<file path="config.mk">
export PLATFORM = sky130hd
export DESIGN_NAME = mem_arbiter
export DESIGN_NICKNAME = d
export VERILOG_FILES = /design/src/rtl/mem_arbiter.sv
export SDC_FILE = /design/constraint.sdc
export NUM_CORES = 1
export LEC_CHECK = 0
export BUFFER_PORTS_ARGS = -buffer_cell sky130_fd_sc_hd__buf_2
export CORE_AREA = 4 4 186 188
export DETAILED_ROUTE_END_ITERATION = 7
export DIE_AREA = 0 0 190 192
export GPL_TIMING_DRIVEN = 1
export MAX_ROUTING_LAYER = met4
export PLACE_DENSITY_LB_ADDON = 0.25
export SYNTH_ARGS = -nofsm -noshare
export SYNTH_HDL_FRONTEND = slang
export SYNTH_SLANG_ARGS = --single-unit
</file>
<file path="constraint.sdc">
create_clock -name clock -period 3.5 [get_ports clock]
set_clock_uncertainty 0.1 [all_clocks]
set_input_delay 0.7 -clock clock [delete_from_list [all_inputs] [get_ports clock]]
set_output_delay 0.7 -clock clock [all_outputs]
set_load 0.02 [all_outputs]
</file>
<file path="src/rtl/mem_arbiter.sv">
// Two-port (fetch/data) arbiter in front of a single-port synchronous memory.
// One transaction per two cycles: a combinational grant in IDLE, then one response cycle.
module mem_arbiter #(
   parameter int unsigned DEPTH = 1024,
   parameter int unsigned AW    = 10
) (
   input  logic          clock,
   input  logic          reset_n,
   input  logic          f_req,
   input  logic [63:0]   f_addr,
   output logic          f_gnt,
   output logic          f_rvalid,
   output logic          f_err,
   output logic [63:0]   f_rdata,
   input  logic          d_req,
   input  logic          d_we,
   input  logic [63:0]   d_addr,
   input  logic [63:0]   d_wdata,
   output logic          d_gnt,
   output logic          d_rvalid,
   output logic          d_err,
   output logic [63:0]   d_rdata,
   output logic          mem_en,
   output logic          mem_we,
   output logic [AW-1:0] mem_addr,
   output logic [63:0]   mem_wdata,
   input  logic [63:0]   mem_rdata,
   output logic [7:0]    err_count
);

   localparam int unsigned CW = 8;
   localparam logic [CW-1:0] CNT_MAX = '1;

   typedef enum logic [1:0] {
      IDLE   = 2'd0,
      RESP_F = 2'd1,
      RESP_D = 2'd2
   } state_e;

   state_e        state_q, state_d;
   logic          last_d_q, last_d_d;
   logic          f_rvalid_q, f_rvalid_d;
   logic          f_err_q, f_err_d;
   logic          d_rvalid_q, d_rvalid_d;
   logic          d_err_q, d_err_d;
   logic          d_wr_q, d_wr_d;
   logic [CW-1:0] err_count_q, err_count_d;

   logic          f_legal, d_legal;
   logic [CW-1:0] err_count_inc;

   assign f_legal       = (f_addr < 64'(DEPTH));
   assign d_legal       = (d_addr < 64'(DEPTH));
   assign err_count_inc = (err_count_q == CNT_MAX) ? err_count_q : err_count_q + CW'(1);

   // Grant, memory strobes and next-state; last_d_q=1 means the data port won last.
   always_comb begin
      state_d     = state_q;
      last_d_d    = last_d_q;
      f_rvalid_d  = 1'b0;
      f_err_d     = 1'b0;
      d_rvalid_d  = 1'b0;
      d_err_d     = 1'b0;
      d_wr_d      = 1'b0;
      err_count_d = err_count_q;
      f_gnt       = 1'b0;
      d_gnt       = 1'b0;
      mem_en      = 1'b0;
      mem_we      = 1'b0;
      mem_addr    = '0;
      mem_wdata   = '0;

      unique case (state_q)
         IDLE: begin
            if (reset_n) begin
               if (d_req && (!f_req || !last_d_q)) begin
                  d_gnt = 1'b1;
               end else if (f_req) begin
                  f_gnt = 1'b1;
               end
            end
         end
         RESP_F, RESP_D: state_d = IDLE;
         default:        state_d = IDLE;
      endcase

      if (f_gnt) begin
         state_d    = RESP_F;
         last_d_d   = 1'b0;
         f_rvalid_d = 1'b1;
         f_err_d    = !f_legal;
         if (f_legal) begin
            mem_en    = 1'b1;
            mem_addr  = f_addr[AW-1:0];
            mem_wdata = d_wdata;
         end else begin
            err_count_d = err_count_inc;
         end
      end

      if (d_gnt) begin
         state_d    = RESP_D;
         last_d_d   = 1'b1;
         d_rvalid_d = 1'b1;
         d_err_d    = !d_legal;
         d_wr_d     = d_we;
         if (d_legal) begin
            mem_en    = 1'b1;
            mem_we    = d_we;
            mem_addr  = d_addr[AW-1:0];
            mem_wdata = d_wdata;
         end else begin
            err_count_d = err_count_inc;
         end
      end
   end

   always_ff @(posedge clock or negedge reset_n) begin
      if (!reset_n) begin
         state_q     <= IDLE;
         last_d_q    <= 1'b0;
         f_rvalid_q  <= 1'b0;
         f_err_q     <= 1'b0;
         d_rvalid_q  <= 1'b0;
         d_err_q     <= 1'b0;
         d_wr_q      <= 1'b0;
         err_count_q <= '0;
      end else begin
         state_q     <= state_d;
         last_d_q    <= last_d_d;
         f_rvalid_q  <= f_rvalid_d;
         f_err_q     <= f_err_d;
         d_rvalid_q  <= d_rvalid_d;
         d_err_q     <= d_err_d;
         d_wr_q      <= d_wr_d;
         err_count_q <= err_count_d;
      end
   end

   // mem_rdata is already the memory's output register; gate it with the registered flags
   assign f_rvalid  = f_rvalid_q;
   assign f_err     = f_err_q;
   assign f_rdata   = (f_rvalid_q && !f_err_q) ? mem_rdata : '0;
   assign d_rvalid  = d_rvalid_q;
   assign d_err     = d_err_q;
   assign d_rdata   = (d_rvalid_q && !d_err_q && !d_wr_q) ? mem_rdata : '0;
   assign err_count = err_count_q;

endmodule

</file>
## After elaboration in Yosys (flattened, before gate mapping)

Cells that the tools add are included.

- Input bits: 261
- Output and inout bits: 218
- Register bits after elaboration: 16

- Equality and inequality tests: 2
- Multiplexer cells: 38
- Reduce and logical (&&, ||, !) cells: 14
- Order comparisons: 2
- $add $sub $neg: 1

Operators with widths:

| cell | count |
|---|---|
| $mux W64 | 6 |
| $lt A64 B11 Y1 const B | 2 |
| $mux W10 | 4 |
| $mux W8 | 5 |
| $mux W1 | 20 |
| $add A8 B1 Y8 const B | 1 |
| $eq A8 B8 Y1 const B | 1 |
| $logic_not A1 Y1 | 7 |
| $mux W2 | 3 |
| $logic_and A1 B1 Y1 | 4 |
| $ne A3 B3 Y1 const B | 1 |
| $logic_not A2 Y1 | 1 |
| $reduce_bool A2 Y1 | 1 |
| $logic_or A1 B1 Y1 | 1 |

## Longest topological paths before layout

- Depth in word-level cells: 9
- Gate-level depth with buffers: 8
- Depth with buffers taken out: 7

## Worst setup path before layout

OpenSTA, ideal clock, no wires.

- Path kind: input to output
- Start: input d_addr[23]
- End: output mem_wdata[54]
- Path buffers: 1
- Arrival: 2236 ps
- Stages: 7
- Required time: 2700 ps
- Slack: 464 ps
- Cells stage by stage: nor4_1 -> nand4_1 -> nor4_4 -> and2_1 -> nor2_2 -> clkbuf_1 -> nor2b_1

- Word-level cells in the longest chain between the ends: 3

RTL lines:

| item | line | RTL |
|---|---|---|
| start, declared | 17 | `input logic [63:0] d_addr,` |
| $lt A64 B11 Y1 | 53 | `assign d_legal = (d_addr < 64'(DEPTH));` |
| $mux W64 | 107 | `if (d_legal) begin` |
| $mux W64 | 101 | `if (d_gnt) begin` |
| end, declared | 26 | `output logic [63:0] mem_wdata,` |

No other way between the ends.

## Worst setup path after layout

- Start: input f_addr[63]
- End: output mem_wdata[2]

- Word-level cells in the longest chain between the ends: 5

RTL lines:

| item | line | RTL |
|---|---|---|
| start, declared | 10 | `input logic [63:0] f_addr,` |
| $lt A64 B11 Y1 (*) | 52 | `assign f_legal = (f_addr < 64'(DEPTH));` |
| $mux W64 (*) | 92 | `if (f_legal) begin` |
| $mux W64 (*) | 87 | `if (f_gnt) begin` |
| $mux W64 | 107 |  |
| $mux W64 (*) | 101 |  |

Mark *: on every way between the ends. The rest lies on a longest branch, timed or not.

==> flow_metrics.tcl <==
set metrics [dict create \
    routabilityCongestion 0.768 \
    n_fill_cell 3764 \
    drt-vias-per-instance 3.30 \
    core-area_um2 33100 \
    antenna_found_initial 1 \
    dr.first_iter.drc_count 75 \
    globalRouteOverflowTotal 0 \
    ys_warn_count 0 \
    cp_max_fo 7 \
    h-tree-depth 1 \
    yosys-top-cells-area "and2_1 29%, nor2b_4 24%, dfrtp_1 14%" \
    clk_latency_ns 0.24 \
    slowest_stage "nor4_4" \
    status "finished, final reports clean" \
    ant_nets 0 \
    tns_ns 0 \
    power_leakage_nw 3.51 \
    drc 0 \
    fp.dieH_um 192 \
    drt-pass1-iter-count 4 \
    grt_start_max_net_pins 65 \
    worst-path-buf-inv 4 \
    min_path_type "input port to async pin" \
    max_slew_margin_pct 52.5 \
    area_growth_pct 110 \
    synth_nets 590 \
    drt-total-wl_um 16300 \
    ios 479 \
    cts_buffers 3 \
    drive_above_1_share_pct 70.4 \
    syn_avg_cell_area_um2 8.57 \
    worst_pin_slew_ns 0.711 \
    clk_pin_slew_ns 0.05 \
    end_kind "output port" \
    yosysMostFrequentCell "and2_1" \
    core.rowCount 67 \
    tritoncts "yes" \
    maxSlewViolCount 0 \
    synth_ff_type "dfrtp_1" \
    peakVddDrop_mv 0.349 \
    crit_cells 10 \
    finalHoldViolations 0 \
    fmax_mhz 297 \
    cts-root-buf "clkbuf_16" \
    clkSinkCount 16 \
    reg2reg_depth 7 \
    die_w_um 190 \
    synth_area_um2 2810 \
    fp.dieArea_um2 36500 \
    port-buffer-count 478 \
    cp.arrival_ns 2.57 \
    syn_inst 328 \
    dpl.hpwl_um 14600 \
    grt_pass1_vias 3863 \
    finalCriticalPeriod_ns 3.37 \
    wire_per_inst_um 13.0 \
    track_usage_pct 7.72 \
    worstPathRequired_ns 2.70 \
    synth_edf_count 0 \
    grt_pass1_wl_um 22000 \
    start_util_pct 8.49 \
    synth_top_area_share_pct 29.4 \
    startpoint_type "input port" \
    power.density_nw_per_um2 203 \
    max_stage_delay_ns 0.32 \
    yosys_register_bits 16 \
    num_vias 4133 \
    async_reset_ff_share_pct 100 \
    worst-setup-path-type "input port to output port" \
    synth_largest_area_cell "and2_1" \
    fin_crit_sh_pct 96.2 \
    synth_common_cells "132 x and2_1, 50 x nor2b_4, 25 x nor4_1" \
    totalPowerFinal_w 0.00120 \
    final_nets 1067 \
    finalSetupViolCount 0 \
    cts_buffer_depth 2 \
    crit_family "simple AND/OR/NAND/NOR gates" \
    maxCapViolCount 0 \
    synth_cell_type_count 33 \
    ys_seq_area_share_pct 14.2 \
    path_cells "buf_2 -> nor4_1 -> nand4_1 -> nor4_4 -> buf_4 -> and2_2 -> nor2_4 -> buf_4 -> nor2b_1 -> buf_2" \
]
[cells in the final DEF (no fill, tap or decap), types with 4 or more instances in the layout]
cell type	instances
buf_2	476
and2_1	130
nor2b_4	51
nor4_1	19
nor2b_1	16
dfrtp_1	16
buf_4	15
a22o_1	10
nand4_1	8
nor4_2	7
inv_1	6
nand2_1	5
nor2_1	5
nand3_1	4
[sequential cells by signal, summed over array words and instances, names as in the netlist]
| name | cells |
|---|---|
| last_d_q | 1 |
| d_wr_q | 1 |
| d_rvalid | 1 |
| state_q | 2 |
| f_rvalid | 1 |
| d_err | 1 |
| err_count | 8 |
| f_err | 1 |
[final cells by class]
type                            count  area (um^2)  area share (%)
Tap cell                          448          561            9.50
Inverter                            6         22.5           0.382
Sequential cell                    16          400            6.79
Multi-Input combinational cell    284         2280            38.6
Timing Repair Buffer              494         2550            43.2
Antenna cell                        1         2.50          0.0424
Clock buffer                        4         88.8            1.51
[kinds of logic after synthesis]
family                     synth area share (%)
muxes                                     0.801
and+or+nand+nor                            70.9
xor gates and xnor gates                  0.935
buffers and inverters                      7.12
DFF                                        14.2
AOI/OAI and AO/OA                          5.52
adders and majority gates                 0.445
[repair_timing]
action                     4_1_cts  5_1_grt
setup buffers                    0        0
setup endpoints to repair       48       59
hold buffers                     0        0
pin swaps                        1        1
gates cloned                     0        0
resized for setup                3        9
[final timing paths]
check | start | endpoint | slack [ns]
max | f_addr[63] | mem_wdata[2] | 0.13
min | reset_n | err_count[1] | 0.31
max reg2reg | state_q[1] | err_count[3] | 1.55
min reg2reg | last_d_q | last_d_q | 0.41
max in group asynchronous | reset_n | f_err | 2.81
min in group clock | last_d_q | last_d_q | 0.41
[metrics by stage]
| step | cells | utilization, % | setup WS, ns | instance area (um^2) | hold WS [ns] |
|---|---|---|---|---|---|
| after floorplan | 328 | - | 0.464 | 2810 | 0.304 |
| after global placement | 1248 | 17.4 | -0.0315 | 5750 | 0.400 |
| after detailed placement | 1248 | 17.4 | -0.0332 | 5750 | 0.405 |
| after CTS | 1252 | 17.7 | 0.0452 | 5850 | 0.331 |
| after global routing | 1253 | 17.8 | -0.00661 | 5900 | 0.341 |
| final | 1253 | 17.8 | 0.132 | 5900 | 0.314 |
[power by group]
group	internal (W)	total, W	switching [W]
Clock	0.000174	0.000244	0.0000705
Combinational	0.000304	0.000669	0.000365
Sequential	0.000231	0.000284	0.0000529
[routing by layer]
metal	part of all wire (%)	vias up	track usage [%]
li1	-	2040	-
met1	37	1841	8.69
met2	53	241	15.0
met3	8.7	11	1.13
met4	0.89	0	0.640
met5	0	-	-
No activity file was read; power rests on OpenSTA's default activity.
